===== src/rtl/mem_arbiter.sv =====
// rtl/mem_arbiter.sv - fetch/data arbiter onto one shared memory port
module mem_arbiter #(
  parameter int STARVE_LIMIT = 4,
  parameter int TIMEOUT      = 16
) (
  input  logic        clk,
  input  logic        rst,
  input  logic        if_req,
  input  logic [31:0] if_addr,
  output logic [31:0] if_rdata,
  output logic        if_valid,
  output logic        if_stall,
  input  logic        dm_req,
  input  logic        dm_we,
  input  logic [31:0] dm_addr,
  input  logic [31:0] dm_wdata,
  input  logic [1:0]  dm_size,
  output logic [31:0] dm_rdata,
  output logic        dm_valid,
  output logic        dm_err,
  output logic        dm_stall,
  output logic        mem_req,
  output logic        mem_we,
  output logic [31:0] mem_addr,
  output logic [31:0] mem_wdata,
  output logic [3:0]  mem_be,
  input  logic        mem_ack,
  input  logic [31:0] mem_rdata
);

  localparam int SW = (STARVE_LIMIT < 8) ? 3 : $clog2(STARVE_LIMIT + 1);
  localparam int TW = (TIMEOUT < 2) ? 1 : $clog2(TIMEOUT + 1);
  localparam logic [SW-1:0] STARVE_MAX = SW'(STARVE_LIMIT);
  localparam logic [TW-1:0] TO_LAST    = TW'(TIMEOUT - 1);
  localparam logic [31:0]   NOP_INSN   = 32'h0000_0013;

  typedef enum logic [1:0] {
    IDLE    = 2'd0,
    IF_BUSY = 2'd1,
    DM_BUSY = 2'd2
  } state_t;

  state_t        state;
  state_t        state_next;
  logic [SW-1:0] starve_cnt;
  logic [TW-1:0] to_cnt;

  logic          dm_legal;
  logic [3:0]    dm_be;
  logic [31:0]   dm_lanes;

  logic          grant_if;
  logic          grant_dm;
  logic          launch_dm;
  logic          reject_dm;
  logic          done_ack;
  logic          done_to;

  // Fetch addresses are word aligned by construction; the low bits carry no information.
  logic          unused_if_lo;
  assign unused_if_lo = &{1'b0, if_addr[1:0]};

  // Decode the data request: legality, byte enables and lane-replicated store data
  always_comb begin
    dm_legal = 1'b0;
    dm_be    = 4'b0000;
    dm_lanes = dm_wdata;
    case (dm_size)
      2'b00: begin
        dm_legal = 1'b1;
        dm_be    = 4'b0001 << dm_addr[1:0];
        dm_lanes = {4{dm_wdata[7:0]}};
      end
      2'b01: begin
        dm_legal = ~dm_addr[0];
        dm_be    = dm_addr[1] ? 4'b1100 : 4'b0011;
        dm_lanes = {2{dm_wdata[15:0]}};
      end
      2'b10: begin
        dm_legal = (dm_addr[1:0] == 2'b00);
        dm_be    = 4'b1111;
        dm_lanes = dm_wdata;
      end
      default: begin
        dm_legal = 1'b0;
        dm_be    = 4'b0000;
        dm_lanes = dm_wdata;
      end
    endcase
  end

  // State register
  always_ff @(posedge clk) begin
    if (!rst) begin
      state <= IDLE;
    end else begin
      state <= state_next;
    end
  end

  // Next-state: grant from IDLE, return to IDLE on ack or timeout
  always_comb begin
    state_next = state;
    case (state)
      IDLE: begin
        if (grant_if) begin
          state_next = IF_BUSY;
        end else if (launch_dm) begin
          state_next = DM_BUSY;
        end
      end
      IF_BUSY, DM_BUSY: begin
        if (done_ack || done_to) begin
          state_next = IDLE;
        end
      end
      default: state_next = IDLE;
    endcase
  end

  // Output decode: arbitration decisions and completion events for this cycle
  always_comb begin
    grant_if  = 1'b0;
    grant_dm  = 1'b0;
    launch_dm = 1'b0;
    reject_dm = 1'b0;
    done_ack  = 1'b0;
    done_to   = 1'b0;
    case (state)
      IDLE: begin
        // Data wins unless the fetch side has waited through STARVE_LIMIT data grants
        grant_dm  = dm_req & (~if_req | (starve_cnt < STARVE_MAX));
        grant_if  = if_req & (~dm_req | (starve_cnt == STARVE_MAX));
        launch_dm = grant_dm & dm_legal;
        reject_dm = grant_dm & ~dm_legal;
      end
      IF_BUSY, DM_BUSY: begin
        done_ack = mem_ack;
        done_to  = ~mem_ack & (to_cnt == TO_LAST);
      end
      default: ;
    endcase
  end

  // Starvation counter: counts data grants the waiting fetch has lost, saturating
  always_ff @(posedge clk) begin
    if (!rst) begin
      starve_cnt <= '0;
    end else if (!if_req || grant_if) begin
      starve_cnt <= '0;
    end else if (grant_dm && (starve_cnt < STARVE_MAX)) begin
      starve_cnt <= starve_cnt + 1'b1;
    end
  end

  // Timeout counter: number of busy cycles already spent waiting for mem_ack
  always_ff @(posedge clk) begin
    if (!rst) begin
      to_cnt <= '0;
    end else if (state == IDLE) begin
      to_cnt <= '0;
    end else begin
      to_cnt <= to_cnt + 1'b1;
    end
  end

  // Registered memory port and completion outputs
  always_ff @(posedge clk) begin
    if (!rst) begin
      mem_req   <= 1'b0;
      mem_we    <= 1'b0;
      mem_addr  <= '0;
      mem_wdata <= '0;
      mem_be    <= '0;
      if_valid  <= 1'b0;
      if_rdata  <= '0;
      dm_valid  <= 1'b0;
      dm_err    <= 1'b0;
      dm_rdata  <= '0;
    end else begin
      if_valid <= 1'b0;
      dm_valid <= 1'b0;
      dm_err   <= 1'b0;

      if (grant_if) begin
        mem_req   <= 1'b1;
        mem_we    <= 1'b0;
        mem_addr  <= {if_addr[31:2], 2'b00};
        mem_wdata <= '0;
        mem_be    <= 4'b1111;
      end else if (launch_dm) begin
        mem_req   <= 1'b1;
        mem_we    <= dm_we;
        mem_addr  <= {dm_addr[31:2], 2'b00};
        mem_wdata <= dm_lanes;
        mem_be    <= dm_be;
      end else if (reject_dm) begin
        // Bad size or alignment never reaches memory; answer with an error at once
        dm_valid <= 1'b1;
        dm_err   <= 1'b1;
        dm_rdata <= '0;
      end

      if (done_ack) begin
        mem_req <= 1'b0;
        if (state == IF_BUSY) begin
          if_valid <= 1'b1;
          if_rdata <= mem_rdata;
        end else begin
          dm_valid <= 1'b1;
          dm_rdata <= mem_rdata;
        end
      end else if (done_to) begin
        // Memory went silent: complete anyway, a fetch sees a NOP, data sees an error
        mem_req <= 1'b0;
        if (state == IF_BUSY) begin
          if_valid <= 1'b1;
          if_rdata <= NOP_INSN;
        end else begin
          dm_valid <= 1'b1;
          dm_err   <= 1'b1;
          dm_rdata <= '0;
        end
      end
    end
  end

  assign if_stall = if_req & ~if_valid;
  assign dm_stall = dm_req & ~dm_valid;

endmodule

===== config.mk =====
export PLATFORM = sky130hd
export DESIGN_NAME = mem_arbiter
export DESIGN_NICKNAME = d
export VERILOG_FILES = /design/src/rtl/mem_arbiter.sv
export SDC_FILE = /design/constraint.sdc
export NUM_CORES = 1
export LEC_CHECK = 0
export BUFFER_PORTS_ARGS = -buffer_cell sky130_fd_sc_hd__buf_2
export CAP_MARGIN = 10
export CORE_ASPECT_RATIO = 1.4
export CORE_MARGIN = 5
export CORE_UTILIZATION = 43
export CTS_BUF_LIST = sky130_fd_sc_hd__clkbuf_4 sky130_fd_sc_hd__clkbuf_8
export CTS_CLUSTER_DIAMETER = 40
export DETAILED_ROUTE_END_ITERATION = 8
export HOLD_SLACK_MARGIN = 0.15
export PLACE_DENSITY = 0.79
export SLEW_MARGIN = 20
export SYNTH_ARGS = -nofsm -noshare
export SYNTH_HDL_FRONTEND = slang
export SYNTH_SLANG_ARGS = --single-unit

===== constraint.sdc =====
create_clock -name clk -period 1.6 [get_ports clk]
set_input_delay 0.16 -clock clk [delete_from_list [all_inputs] [get_ports clk]]
set_output_delay 0.16 -clock clk [all_outputs]
set_load 0.005 [all_outputs]

After elaboration in Yosys (flattened, before gate mapping)
Index checks and enable logic that the tools add are counted.

Shift-type cells: 1. Reductions and logical operators: 16. Magnitude comparators: 1. Add/subtract/negate cells: 2. Bitwise logic cells: 17. Eq/ne operators: 8. Mux-type cells: 41.

Operators with widths (count): 32-bit 2-to-1 mux (13); 32-bit one-hot mux with 2 select lines (1); 1-bit 2-to-1 mux (18); 4-bit 2-to-1 mux (3); 4-bit one-hot mux with 3 select lines (1); 1-bit NOT (8); 2-bit OR reduction (4); 1-bit bitwise AND (7); 2-bit zero test (3); 2-bit 2-to-1 mux (3); 5-bit by 1-bit adder with 5-bit output (second input constant) (1); 5-bit by 4-bit equality test with 1-bit output (second input constant) (1); 2-bit by 1-bit equality test with 1-bit output (second input constant) (2); 2-bit equality test (second input constant) (2); 2-bit one-hot mux with 2 select lines (1); 2-bit AND reduction (2); 2-bit nonzero test (2); 1-bit by 2-bit left shift with 4-bit output (first input constant) (1); 3-bit by 1-bit adder with 3-bit output (second input constant) (1); 3-bit equality test (second input constant) (1); 3-bit less-than comparator (second input constant) (1); 3-bit != test (second input constant) (1); 1-bit one-hot mux with 3 select lines (1); 3-bit OR reduction (1); other kinds (5) (7).

Input port bits: 136. Register bits after elaboration: 145. Output and inout port bits: 139.

Logic depth before layout (Yosys ltp)
Depth in word-level cells: 11. Gate-level depth with buffers: 9. Gate-level depth less buffers: 7.

Least setup slack after synthesis
No wires, ideal clock.

Kind: register -> register. From: register to_cnt[0]. To: register if_rdata[22]. Setup slack: -0.143 ns. Cell stages (with the launch flop): 9. Data arrival time: 1.678 ns. Library setup time: 0.065 ns. Path buffers: 1. Path through: dfxtp_1 ha_1 and3_1 ha_1 nor2_1 or2_2 clkbuf_1 a22oi_1 nor2_1.

Cells in the longest elaborated chain, start to end: 5.

Ends and longest elaborated chain: start: declaration (line 46) `logic [TW-1:0] to_cnt;`; start signal: assignment (line 163) `to_cnt <= to_cnt + 1'b1;`; 5-bit by 4-bit equality test with 1-bit output (line 139) `done_to = ~mem_ack & (to_cnt == TO_LAST);`; 1-bit bitwise AND (line 139); 1-bit 2-to-1 mux (line 129) `case (state)`; 2-bit nonzero test (no line); 2-bit AND reduction (no line); end signal: assignment (line 208) `if_rdata <= mem_rdata;`; end: declaration (line 10) `output logic [31:0] if_rdata,`.

No other way between the ends. A chain may end at the register's enable or synchronous reset.

Final worst setup path
From: register to_cnt[0]. To: register if_rdata[15].

Same word-level chain as after synthesis.

==> key figures <==
STA
  – Hold Fails Final Rpt: 0
  – Fmax: 589 MHz
  – Crit share post-route: 1.06
  – Final worst slack: -0.0971 ns
  – Tmin final: ~1.7 ns
  – RSZ-0062 raised after global routing: yes
  – Setup_tns: -1.07 ns
  – Setup Skew: 0.0192 ns
  – # setup viols final: roughly 50
  – Slew Limit Fails: 0

Logic synthesis
  – Most common flop cell mapped by yosys: dfxtp_1
  – Asr flop ratio synth: 0
  – Ys Warns: 0
  – Yosys reg bits: approximately 150
  – Top cells by area, synth: dfxtp_1 52%, a22oi_1 7.7%, a22o_1 5.0%, a21oi_1 4.6%, mux2i_1 4.6%
  – Cell with the most instances after synthesis: dfxtp_1
  – Cell taking the most area after synthesis: dfxtp_1
  – Cells after Synth: ~600
  – Sequential share of the synthesized area: 0.516
  – Yosys cell types: 43
  – Syn Area/Cell: 9.41 um^2
  – Synth top area share: 0.516
  – Synth top cells by count: 145 x dfxtp_1, 66 x nor2_1, 58 x a22oi_1, 52 x a21oi_1, 50 x nand2_1
  – Synthesized area: between 5000 and 6000 um^2
  – Number of synthesized flops with an enable pin: 0

Pwr
  – Leak: 4.49 nW
  – Pint: a little under 7 mW
  – Power per cell area: 942 nW/um^2
  – Switch share: 0.272
  – Overall power: 9.41 mW
  – Reg power frac: 0.418
  – Peak supply drop: 0.572 mV
  – Psw: between 2 and 3 mW
  – Power share of the clock group: 0.369
  – Comb power frac: 0.213

Floorplanning
  – DIE HEIGHT: 145 um
  – Die area: around 16000 um^2
  – Core Region: 12900 um^2
  – IO Count: roughly 280
  – Core Rows: slightly below 50
  – Die width: 107 um
  – Initial core utilization: 0.437

Worst setup path
  – WP data arrival: 2.00 ns
  – Crit end category: flip-flop
  – Worst endpoint required time: 1.90 ns
  – Worst r2r dst: if_rdata[15]$_SDFFE_PN0P_
  – R2R Setup Slk: -0.1 ns
  – Reg-to-reg startpoint: to_cnt[0]$_SDFF_PP0_
  – Worst Reg-to-Reg Cells: 8
  – Type of the worst setup path: reg -> reg
  – CP Max Fanout: 11
  – Critical path launch point type: flip-flop

Outcome
  – Status: complete, but fails checks
  – Failing checks: negative setup slack

Min path
  – Hold Crit Class: in -> reg
  – HP Start: mem_ack
  – Hold worst-path end: state[1]$_SDFFE_PN0P_
  – Min-Delay Path Depth: 4

Place
  – Placed insts: 1007
  – Routability cong.: 0.836
  – Hpwl dp: 12300 um
  – Port Buffers: 270

Clocking
  – Clock slew at reported path FFs: 0.08 ns
  – CTS root buffer: clkbuf_8
  – Clk Latency, worst-skew pair: 0.44 ns
  – CTS H-tree depth: 4
  – Clock sink total: 145
  – Clk buf depth: 2
  – CTS tree: built
  – Cts bufs inserted: 17

Global routing
  – Total grt overflow: 0
  – Global-route wire length before repair: 34500 um
  – Number of global-route vias before repair: just under 7000
  – Initial antenna violation count: 1
  – Pin count of the biggest net entering global routing: 35
  – Overall routing resource usage: 0.276

Finish
  – Share of post-route cells with drive strength above 1: 0.446
  – Final #Nets: about 1200
  – Final std cells w/o fill: 1192
  – P&R area growth vs syn: 77.6%
  – Fillcell total: 756

Routing
  – Iteration-0 DRC count of the detailed router: around 550
  – Detailed-route via count: approximately 7000
  – Drt wl/cell: 21.4 um
  – Drt via density: 5.82
  – Detail Route Antenna Nets: 0
  – DRT Pass-1 Iters: 5
  – DRT Wirelength: 25600 um
  – DRC viols: 0

Flow run
  – Maxcap violations: 0
through the flow:
step / utilization / setup slack, ns / instance area (um^2) / hold WS, ns
after floorplan: - / 0.00748 / 5680 / 0.293
after global placement: 0.570 / -0.0438 / 7340 / 0.391
after detailed placement: 0.570 / -0.101 / 7340 / 0.398
after CTS: 0.724 / -0.0593 / 9320 / 0.134
after global routing: 0.776 / -0.141 / 9990 / 0.188
final: 0.776 / -0.0971 / 9990 / 0.188
critical path: stages (launching register included):
cell     delay, ns
dfxtp_2       0.36
ha_4          0.14
and3_4        0.19
ha_4          0.15
nor2_4        0.05
or2_4         0.28
buf_16        0.17
a22oi_2       0.17
nor2_1        0.07
logic make-up after synthesis:
kind of cell / synth area share
compound gates: 0.240
simple gates: 0.128
flops: 0.516
buf+inv: 0.0512
mux: 0.0463
fa+ha+maj: 0.0133
xor+xnor: 0.00467
other cells: 0.000667
cell type report:
class	instances	area, um^2	area share
antenna	1	2.50	0.000250
clock buffer	18	241	0.0242
clock inverter	13	236	0.0237
inverter	9	33.8	0.00338
multi-input combinational	392	2890	0.289
sequential	145	2910	0.291
tap	153	191	0.0192
timing repair buffer	461	3490	0.349
layout by cell type, fill, tap and decap left out, types with 3 or more instances in the layout:
master,netlist,layout
dfxtp_2,0,6
a21oi_2,1,13
o21ai_0,13,13
bufinv_16,0,6
dfxtp_1,145,139
buf_2,20,270
buf_4,4,31
o22ai_1,3,3
buf_12,0,12
o311a_1,3,3
nand3_2,1,6
inv_2,0,3
a211oi_2,6,8
nand2_1,50,48
clkbuf_8,0,17
nor2_1,66,64
inv_1,9,6
a21oi_1,52,40
mux2i_1,26,26
clkinv_4,0,5
a22o_1,32,32
a211oi_1,11,9
nand3_4,0,4
a22oi_1,58,17
clkbuf_16,0,10
buf_6,2,8
nand3_1,34,25
a22oi_2,0,41
ha_4,0,4
nand2b_1,3,3
dlygate4sd3_1,0,128
and3_4,0,3
per-layer routing:
| layer | up-vias | wire length, um | track usage | part of all wire |
|---|---|---|---|---|
| met5 | - | 0 | 0 | 0 |
| li1 | 3015 | - | - | - |
| met3 | 157 | 2450 | 0.0852 | 0.096 |
| met4 | 0 | 1810 | 0.160 | 0.071 |
| met1 | 3193 | 8790 | 0.299 | 0.34 |
| met2 | 571 | 12500 | 0.468 | 0.49 |
repair_timing:
item                                    4_1_cts  5_1_grt
endpoints found under the setup margin       86      133
endpoints found under the hold margin       133        0
gates resized for setup                      38       66
cloned                                        1       12
pin swaps                                     2       21
hold buffers                                128        0
buffers inserted                              2       10
registers in the layout, summed over array words and instances (netlist names):
name and cells:
dm_err 1, dm_rdata 32, dm_valid 1, if_rdata 32, if_valid 1, mem_addr 30
mem_be 4, mem_req 1, mem_wdata 32, mem_we 1, starve_cnt 3, state 2
to_cnt 5
how the worst max path moves through the flow:
| stage | startpoint | endpoint | cells after the start |
|---|---|---|---|
| finish | to_cnt[0]$_SDFF_PP0_ | if_rdata[15]$_SDFFE_PN0P_ | 8 |
| global route | to_cnt[0]$_SDFF_PP0_ | if_rdata[15]$_SDFFE_PN0P_ | 8 |
| CTS | to_cnt[0]$_SDFF_PP0_ | if_rdata[23]$_SDFFE_PN0P_ | 8 |
| detailed placement | to_cnt[0]$_SDFF_PP0_ | dm_rdata[29]$_SDFF_PN0_ | 7 |
| global placement | to_cnt[0]$_SDFF_PP0_ | dm_rdata[23]$_SDFF_PN0_ | 7 |
| floorplan | to_cnt[0]$_SDFF_PP0_ | dm_rdata[10]$_SDFF_PN0_ | 7 |
power by group through the flow:
stage,Combinational [mW],Sequential (mW),Clock (mW)
final,2.00,3.94,3.48
after floorplan,0.650,4.00,0
after global placement,1.30,3.98,0
after detailed placement,1.33,3.99,0
after global routing,2.12,3.95,3.69
after CTS,1.61,3.91,3.50
(Power assumes the default switching activity.)
